==> config.mk <==
export PLATFORM = sky130hd
export DESIGN_NAME = partial_sum_accumulator
export DESIGN_NICKNAME = d
export VERILOG_FILES = /design/src/rtl/partial_sum_accumulator_pkg.sv /design/src/rtl/adder_subtractor_with_start.sv /design/src/rtl/partial_sum_accumulator.sv
export SDC_FILE = /design/constraint.sdc
export NUM_CORES = 1
export LEC_CHECK = 0
export BUFFER_PORTS_ARGS = -buffer_cell sky130_fd_sc_hd__buf_2
export CAP_MARGIN = 20
export CORE_MARGIN = 2
export CORE_UTILIZATION = 45
export DETAILED_ROUTE_END_ITERATION = 10
export PLACE_DENSITY = 0.6
export SETUP_SLACK_MARGIN = 0.5
export SLEW_MARGIN = 20
export SYNTH_ARGS = -nofsm -noshare
export SYNTH_HDL_FRONTEND = slang
export SYNTH_SLANG_ARGS = --single-unit
==> constraint.sdc <==
create_clock -name clk -period 25.4 [get_ports clk]
set_input_delay 5.08 -clock clk [delete_from_list [all_inputs] [get_ports clk]]
set_output_delay 5.08 -clock clk [all_outputs]
set_load 0.01 [all_outputs]
==> src/rtl/partial_sum_accumulator_pkg.sv <==
// Shared definitions for the partial-sum accumulator and its floating-point adder:
// state encodings, word geometry, add/sub op codes and count-width helper.
package partial_sum_accumulator_pkg;

  localparam int FP_W  = 32;
  localparam int EXP_W = 8;
  localparam int MAN_W = 23;
  // Hidden bit + fraction + three low guard bits used during alignment.
  localparam int EXT_W = MAN_W + 4;

  localparam logic OP_ADD = 1'b0;
  localparam logic OP_SUB = 1'b1;

  typedef enum logic [1:0] {
    S_IDLE       = 2'd0,
    S_WAIT_CHUNK = 2'd1,
    S_ADD        = 2'd2,
    S_DONE       = 2'd3
  } psa_state_e;

  typedef enum logic {
    AS_IDLE = 1'b0,
    AS_NORM = 1'b1
  } add_state_e;

  function automatic int count_width(input int nc);
    return $clog2(nc + 1);
  endfunction

endpackage

==> src/rtl/adder_subtractor_with_start.sv <==
// Single-precision add/sub with a start/finish handshake. Alignment is done on start,
// then normalisation shifts one bit per cycle, so latency depends on the operands.
module adder_subtractor_with_start
  import partial_sum_accumulator_pkg::*;
#(
  parameter int W = FP_W
) (
  input  logic         clk,
  input  logic         rst_n,
  input  logic         flush,
  input  logic         start,
  input  logic         op,
  input  logic [W-1:0] a,
  input  logic [W-1:0] b,
  output logic         finish,
  output logic [W-1:0] result
);

  localparam logic [EXP_W:0] EXP_ONE = (EXP_W+1)'(1);
  localparam logic [EXP_W:0] EXP_MAX = (EXP_W+1)'((1 << EXP_W) - 1);

  logic [W-1:0]     opnd   [2];
  logic             sgn_in [2];
  logic [EXP_W-1:0] exp_in [2];
  logic [EXT_W-1:0] man_in [2];

  assign opnd[0] = a;
  assign opnd[1] = {b[W-1] ^ (op == OP_SUB), b[W-2:0]};

  // Zero-exponent inputs (zero and subnormals) are treated as zero.
  genvar gi;
  generate
    for (gi = 0; gi < 2; gi++) begin : g_unpack
      assign sgn_in[gi] = opnd[gi][W-1];
      assign exp_in[gi] = opnd[gi][W-2 -: EXP_W];
      assign man_in[gi] = (exp_in[gi] == '0) ? '0 : {1'b1, opnd[gi][MAN_W-1:0], 3'b000};
    end
  endgenerate

  logic             swap;
  logic             big_sgn, small_sgn;
  logic [EXP_W-1:0] big_exp, small_exp, exp_diff;
  logic [EXT_W-1:0] big_man, small_man, small_aligned;
  logic [EXT_W:0]   aligned_sum;

  always_comb begin
    swap          = {exp_in[1], man_in[1]} > {exp_in[0], man_in[0]};
    big_sgn       = swap ? sgn_in[1] : sgn_in[0];
    small_sgn     = swap ? sgn_in[0] : sgn_in[1];
    big_exp       = swap ? exp_in[1] : exp_in[0];
    small_exp     = swap ? exp_in[0] : exp_in[1];
    big_man       = swap ? man_in[1] : man_in[0];
    small_man     = swap ? man_in[0] : man_in[1];
    exp_diff      = big_exp - small_exp;
    small_aligned = small_man >> exp_diff;
    if (big_sgn == small_sgn) begin
      aligned_sum = {1'b0, big_man} + {1'b0, small_aligned};
    end else begin
      aligned_sum = {1'b0, big_man} - {1'b0, small_aligned};
    end
  end

  add_state_e     state_reg, state_next;
  logic [EXT_W:0] sum_reg, sum_next;
  logic [EXP_W:0] exp_reg, exp_next;
  logic           sgn_reg, sgn_next;
  logic           finish_reg, finish_next;
  logic [W-1:0]   result_reg, result_next;

  always_ff @(posedge clk or negedge rst_n) begin
    if (!rst_n) begin
      state_reg  <= AS_IDLE;
      sum_reg    <= '0;
      exp_reg    <= '0;
      sgn_reg    <= 1'b0;
      finish_reg <= 1'b0;
      result_reg <= '0;
    end else begin
      state_reg  <= state_next;
      sum_reg    <= sum_next;
      exp_reg    <= exp_next;
      sgn_reg    <= sgn_next;
      finish_reg <= finish_next;
      result_reg <= result_next;
    end
  end

  always_comb begin
    state_next  = state_reg;
    sum_next    = sum_reg;
    exp_next    = exp_reg;
    sgn_next    = sgn_reg;
    finish_next = 1'b0;
    result_next = result_reg;
    if (flush) begin
      state_next = AS_IDLE;
    end else begin
      case (state_reg)
        AS_IDLE: begin
          if (start) begin
            sum_next   = aligned_sum;
            exp_next   = {1'b0, big_exp};
            sgn_next   = big_sgn;
            state_next = AS_NORM;
          end
        end
        AS_NORM: begin
          if (sum_reg == '0) begin
            result_next = '0;
            finish_next = 1'b1;
            state_next  = AS_IDLE;
          end else if (sum_reg[EXT_W]) begin
            sum_next = sum_reg >> 1;
            exp_next = exp_reg + EXP_ONE;
          end else if (sum_reg[EXT_W-1]) begin
            // Low guard bits are truncated; exponent overflow saturates to infinity.
            if (exp_reg >= EXP_MAX) begin
              result_next = {sgn_reg, {EXP_W{1'b1}}, {MAN_W{1'b0}}};
            end else begin
              result_next = {sgn_reg, exp_reg[EXP_W-1:0], sum_reg[EXT_W-2 -: MAN_W]};
            end
            finish_next = 1'b1;
            state_next  = AS_IDLE;
          end else if (exp_reg <= EXP_ONE) begin
            result_next = '0;
            finish_next = 1'b1;
            state_next  = AS_IDLE;
          end else begin
            sum_next = sum_reg << 1;
            exp_next = exp_reg - EXP_ONE;
          end
        end
        default: state_next = AS_IDLE;
      endcase
    end
  end

  assign finish = finish_reg;
  assign result = result_reg;

endmodule

==> src/rtl/partial_sum_accumulator.sv <==
// Accumulates NC floating-point chunk sums into one dot-product result, using a
// one-entry holding register to absorb chunks that arrive while an add is in flight.
module partial_sum_accumulator
  import partial_sum_accumulator_pkg::*;
#(
  parameter int NC = 4,
  parameter int W  = FP_W
) (
  input  logic         clk,
  input  logic         rst_n,
  input  logic         dot_start,
  input  logic         chunk_valid,
  input  logic [W-1:0] chunk_sum,
  output logic [W-1:0] dot_result,
  output logic         dot_done,
  output logic         busy,
  output logic         overflow_err
);

  localparam int            CW         = count_width(NC);
  localparam logic [CW-1:0] COUNT_ONE  = CW'(1);
  localparam logic [CW-1:0] COUNT_LAST = CW'(NC);

  psa_state_e    state_reg, state_next;
  logic [CW-1:0] count_reg, count_next;
  logic [W-1:0]  acc_reg, acc_next;
  logic          hold_valid_reg, hold_valid_next;
  logic [W-1:0]  hold_data_reg, hold_data_next;
  logic          overflow_reg, overflow_next;
  logic [W-1:0]  result_reg, result_next;
  logic          done_reg, done_next;
  logic          busy_reg, busy_next;
  logic          add_start_reg, add_start_next;
  logic [W-1:0]  add_a_reg, add_a_next;
  logic [W-1:0]  add_b_reg, add_b_next;

  logic          add_flush;
  logic          add_finish;
  logic [W-1:0]  add_result;
  logic [CW-1:0] count_inc;

  // An abort kills any add still in flight so its finish can never reach the accumulator.
  assign add_flush = dot_start && (state_reg != S_IDLE);
  assign count_inc = count_reg + COUNT_ONE;

  adder_subtractor_with_start #(
    .W (W)
  ) u_adder (
    .clk    (clk),
    .rst_n  (rst_n),
    .flush  (add_flush),
    .start  (add_start_reg),
    .op     (OP_ADD),
    .a      (add_a_reg),
    .b      (add_b_reg),
    .finish (add_finish),
    .result (add_result)
  );

  always_ff @(posedge clk or negedge rst_n) begin
    if (!rst_n) begin
      state_reg      <= S_IDLE;
      count_reg      <= '0;
      acc_reg        <= '0;
      hold_valid_reg <= 1'b0;
      hold_data_reg  <= '0;
      overflow_reg   <= 1'b0;
      result_reg     <= '0;
      done_reg       <= 1'b0;
      busy_reg       <= 1'b0;
      add_start_reg  <= 1'b0;
      add_a_reg      <= '0;
      add_b_reg      <= '0;
    end else begin
      state_reg      <= state_next;
      count_reg      <= count_next;
      acc_reg        <= acc_next;
      hold_valid_reg <= hold_valid_next;
      hold_data_reg  <= hold_data_next;
      overflow_reg   <= overflow_next;
      result_reg     <= result_next;
      done_reg       <= done_next;
      busy_reg       <= busy_next;
      add_start_reg  <= add_start_next;
      add_a_reg      <= add_a_next;
      add_b_reg      <= add_b_next;
    end
  end

  always_comb begin
    state_next      = state_reg;
    count_next      = count_reg;
    acc_next        = acc_reg;
    hold_valid_next = hold_valid_reg;
    hold_data_next  = hold_data_reg;
    overflow_next   = overflow_reg;
    result_next     = result_reg;
    done_next       = 1'b0;
    busy_next       = busy_reg;
    add_start_next  = 1'b0;
    add_a_next      = add_a_reg;
    add_b_next      = add_b_reg;
    if (dot_start) begin
      state_next      = S_WAIT_CHUNK;
      count_next      = '0;
      acc_next        = '0;
      hold_valid_next = 1'b0;
      overflow_next   = 1'b0;
      busy_next       = 1'b1;
    end else begin
      case (state_reg)
        S_IDLE: begin
        end
        S_WAIT_CHUNK: begin
          if (hold_valid_reg) begin
            add_start_next  = 1'b1;
            add_a_next      = acc_reg;
            add_b_next      = hold_data_reg;
            hold_valid_next = chunk_valid;
            hold_data_next  = chunk_sum;
            state_next      = S_ADD;
          end else if (chunk_valid) begin
            if (count_reg == '0) begin
              acc_next   = chunk_sum;
              count_next = COUNT_ONE;
              if (COUNT_ONE == COUNT_LAST) begin
                state_next = S_DONE;
              end
            end else begin
              add_start_next = 1'b1;
              add_a_next     = acc_reg;
              add_b_next     = chunk_sum;
              state_next     = S_ADD;
            end
          end
        end
        S_ADD: begin
          if (add_finish) begin
            acc_next   = add_result;
            count_next = count_inc;
            if (count_inc == COUNT_LAST) begin
              state_next = S_DONE;
            end else if (hold_valid_reg) begin
              // Chain straight into the next add; a same-cycle chunk refills the slot.
              add_start_next  = 1'b1;
              add_a_next      = add_result;
              add_b_next      = hold_data_reg;
              hold_valid_next = chunk_valid;
              hold_data_next  = chunk_sum;
            end else begin
              hold_valid_next = chunk_valid;
              hold_data_next  = chunk_sum;
              state_next      = S_WAIT_CHUNK;
            end
          end else if (chunk_valid) begin
            if (hold_valid_reg) begin
              overflow_next = 1'b1;
            end else begin
              hold_valid_next = 1'b1;
              hold_data_next  = chunk_sum;
            end
          end
        end
        S_DONE: begin
          result_next     = acc_reg;
          done_next       = 1'b1;
          busy_next       = 1'b0;
          hold_valid_next = 1'b0;
          state_next      = S_IDLE;
        end
        default: state_next = S_IDLE;
      endcase
    end
  end

  assign dot_result   = result_reg;
  assign dot_done     = done_reg;
  assign busy         = busy_reg;
  assign overflow_err = overflow_reg;

endmodule

==> results.tsv <==
stage	metric	value	unit
sta	Rel. slew slack	0.2868	
setup_path	Critical Path Slowest Stage Cell	nor3_1	
drt	TritonRoute pass-1 iters	5	
yosys	EDFF count, synth	0	
yosys	Mapped Nets	2004	
clock_tree	Post-CTS Setup Bufs	0	
setup_path	Crit path required time	25.79	ns
sta	RSZ-0062 raised after global routing	false	
place	detailed-placement wirelength estimate	39060	um
clock_tree	Worst-path clk slew	0.06	ns
min_path	Hold Crit Class	reg -> reg	
setup_path	Worst R2R Start	add_b_reg[23]	
yosys	Synth Register Bits	242	
drt	via count	14490	
drt	Avg WL per Cell	21.63	um
grt	largest net degree at the start of global routing	120	
floorplan	die area	39320	um2
grt	initial antenna violation count	0	
yosys	ys async rst share	1.000	
grt	vias in the first global route	13550	
grt	gr ovfl total	0	
setup_path	R2R Setup Slk	13.54	ns
drt	vias per cell	5.981	
yosys	sequential share of the synthesized area	0.3565	
place	port bufs	70	
outcome	status	completed	
finish	final core utilization	0.4945	
sta	final hold vios	0	
finish	n_diodes	0	
drt	DR iter-0 viols	1397	
floorplan	IO Pins	71	
grt	total track usage	0.2693	
floorplan	DIE HEIGHT	198.3	um
finish	layout cells sized above 1	0.1402	
clock_tree	clk sinks	242	
sta	Setup-failing EPs final	0	
yosys	post-synthesis cell count	1898	
finish	Fill cells	3565	
yosys	Area contributors post-synth	dfrtp_1 (36%), mux2i_1 (9.5%), o21ai_0 (5.3%)	
clock_tree	CTS H-tree lvls	1	
sta	period utilisation layout	0.4670	
clock_tree	Clock Tree Root	clkbuf_16	
sta	max frequency	84.30	MHz
drt	Routed WL	52400	um
setup_path	critical path arrival	12.25	ns
setup_path	most frequent CP cell	ha_1	
setup_path	WP buf/inv	5	
sta	skew final	0.02456	ns
setup_path	Reg2Reg Depth	43	
finish	area delta synth->final	8.875	%
clock_tree	clk_lat worst skew	0.54	ns
yosys	Warnings, synthesis	0	
floorplan	Rows	71	
setup_path	Worst path top cell family by delay	compound AO/OA/AOI/OAI gates	
setup_path	Worst Setup EP	u_adder.sum_reg[24]	
setup_path	Worst setup startpoint	add_b_reg[23]	
clock_tree	number of CTS-inserted buffers	25	
setup_path	Startpoint Class	register	
setup_path	Worst Setup Path Type	reg -> reg	
clock_tree	CTS tree	done	
finish	Final nets	1998	
clock_tree	Max Buffers Root-to-Sink	3	
yosys	top cell type by total area after synthesis	dfrtp_1	
floorplan	area of the core	37400	um2
setup_path	Crit. End Element	register	
yosys	Netlist cell types	95	
yosys	Post-Syn Area per Cell	8.950	um2
sta	worst slew pin tran	1.070	ns
place	RD Place Congestion	0.9256	
yosys	synthesized cell area	16990	um2
clock_tree	post-CTS sizing	0	
clock_tree	cts hold-fix bufs	0	
yosys	post-synth top area share	0.3565	
flow_run	maxcap violations	0	
drt	DRC	0	
setup_path	R2R Path End	u_adder.sum_reg[24]	
sta	Slew Viols, Final	0	
sta	final setup TNS	0	ns
floorplan	starting density of the core	0.4542	
sta	Tmin final	11.86	ns
floorplan	Die Width	198.3	um
setup_path	CP peak stage delay	0.60	ns
setup_path	crit-path max FO	49	
yosys	most used flip-flop cell after synthesis	dfrtp_1	
setup_path	WP depth	43	
drt	post-route ant nets	0	
grt	first-pass GRT wire length	81870	um
cell type report:
class / count / area, um2 / area share
Multi-Input combinational cell: 1460 / 10190 / 0.5509
Sequential cell: 242 / 6056 / 0.3274
Inverter: 68 / 255.2 / 0.01380
Clock inverter: 7 / 70.07 / 0.003788
Clock buffer: 39 / 738.2 / 0.03991
Timing Repair Buffer: 95 / 548.0 / 0.02963
Tap cell: 511 / 639.4 / 0.03457
synth_stat cells (4+ instances only):
library cell / count
o31ai_1: 14
o22ai_1: 7
a31oi_1: 7
clkbuf_1: 94
a22oi_1: 10
o21ai_0: 181
nand2b_1: 19
buf_6: 6
a22o_1: 26
nor3_1: 28
a21oi_1: 102
buf_1: 18
dfrtp_1: 242
mux2_2: 77
mux4_2: 12
nand4_1: 14
xor2_1: 14
nand2_1: 229
nor2_1: 152
a211o_1: 4
o21ai_1: 4
a2111oi_0: 6
nor4_1: 19
buf_2: 8
ha_1: 69
a311oi_1: 4
a211oi_1: 47
inv_1: 67
o211ai_1: 5
or3_1: 11
xnor2_1: 32
a222oi_1: 11
a221oi_1: 10
nand3_1: 29
or2_2: 10
and3_1: 11
mux2i_1: 162
o21a_1: 5
o22a_1: 4
and2_1: 31
nor2b_1: 12
worst register-to-register path: cells and delay by family (launching register included):
| kind | cells | cell delay (ns) |
|---|---|---|
| buf+inv | 5 | 1.60 |
| compound gates | 19 | 4.48 |
| simple gates | 12 | 3.70 |
| flops | 1 | 0.45 |
| fa+ha+maj | 4 | 1.09 |
| xor+xnor | 3 | 0.39 |
layout by cell type (no fill, tap or decap), types with 5 or more instances in the layout:
cell type / Yosys / final
nand4_1: 14 / 14
clkbuf_8: 0 / 6
dfrtp_1: 242 / 242
o21ai_0: 181 / 181
xnor2_1: 32 / 31
nor2_1: 152 / 151
a222oi_1: 11 / 11
nand2_1: 229 / 229
o21a_1: 5 / 5
buf_2: 8 / 69
or2_2: 10 / 9
xor2_1: 14 / 14
and3_1: 11 / 11
a211oi_1: 47 / 47
clkbuf_16: 0 / 25
ha_1: 69 / 68
nor3_1: 28 / 27
nor2b_1: 12 / 12
nor4_1: 19 / 18
mux4_2: 12 / 12
nand2b_1: 19 / 18
nand3_1: 29 / 29
mux2_2: 77 / 77
o22ai_1: 7 / 7
clkbuf_1: 94 / 8
o211ai_1: 5 / 5
a22o_1: 26 / 26
inv_1: 67 / 67
and2_1: 31 / 31
a221oi_1: 10 / 10
buf_4: 1 / 25
mux2i_1: 162 / 162
a31oi_1: 7 / 7
or3_1: 11 / 11
o31ai_1: 14 / 14
a22oi_1: 10 / 10
a21oi_1: 102 / 102
a2111oi_0: 6 / 6
metal layers:
| layer | wire length [um] | vias up | GRT usage |
|---|---|---|---|
| met3 | 3515 | 59 | 0.03253 |
| met5 | 0 | - | 0 |
| met4 | 891 | 0 | 0.05096 |
| li1 | - | 6863 | - |
| met2 | 21980 | 483 | 0.3910 |
| met1 | 26010 | 7080 | 0.4275 |
cell families after synthesis:
group	synth area share
buf+inv	0.04773
simple gates	0.1588
mux	0.1659
compound gates	0.1919
flops	0.3565
xor+xnor	0.02725
fa+ha+maj	0.05200
stage by stage:
step / hold WS (ns) / setup slack (ns) / cell area, um2 / instances
after floorplan: 0.4418 / 15.45 / 16990 / 1898
after CTS: 0.4863 / 13.65 / 18490 / 2422
after global routing: 0.5125 / 12.64 / 18500 / 2422
after global placement: 0.4585 / 13.99 / 17680 / 2376
final: 0.4794 / 13.54 / 18500 / 2422
after detailed placement: 0.4639 / 13.72 / 17680 / 2376
worst min-delay path by stage:
stage	cells past startpoint	startpoint	to	slack (ns)
6_report	1	busy	busy	0.48
5_1_grt	1	hold_data_reg[30]	hold_data_reg[30]	0.51
4_1_cts	1	busy	busy	0.49
3_5_place_dp	1	busy	busy	0.46
3_3_place_gp	1	busy	busy	0.46
2_1_floorplan	2	add_a_reg[10]	add_a_reg[10]	0.44
Power is left out: the tool's default activity adds up to more than one toggle a clock period on the data nets, which glitch-free logic cannot reach.
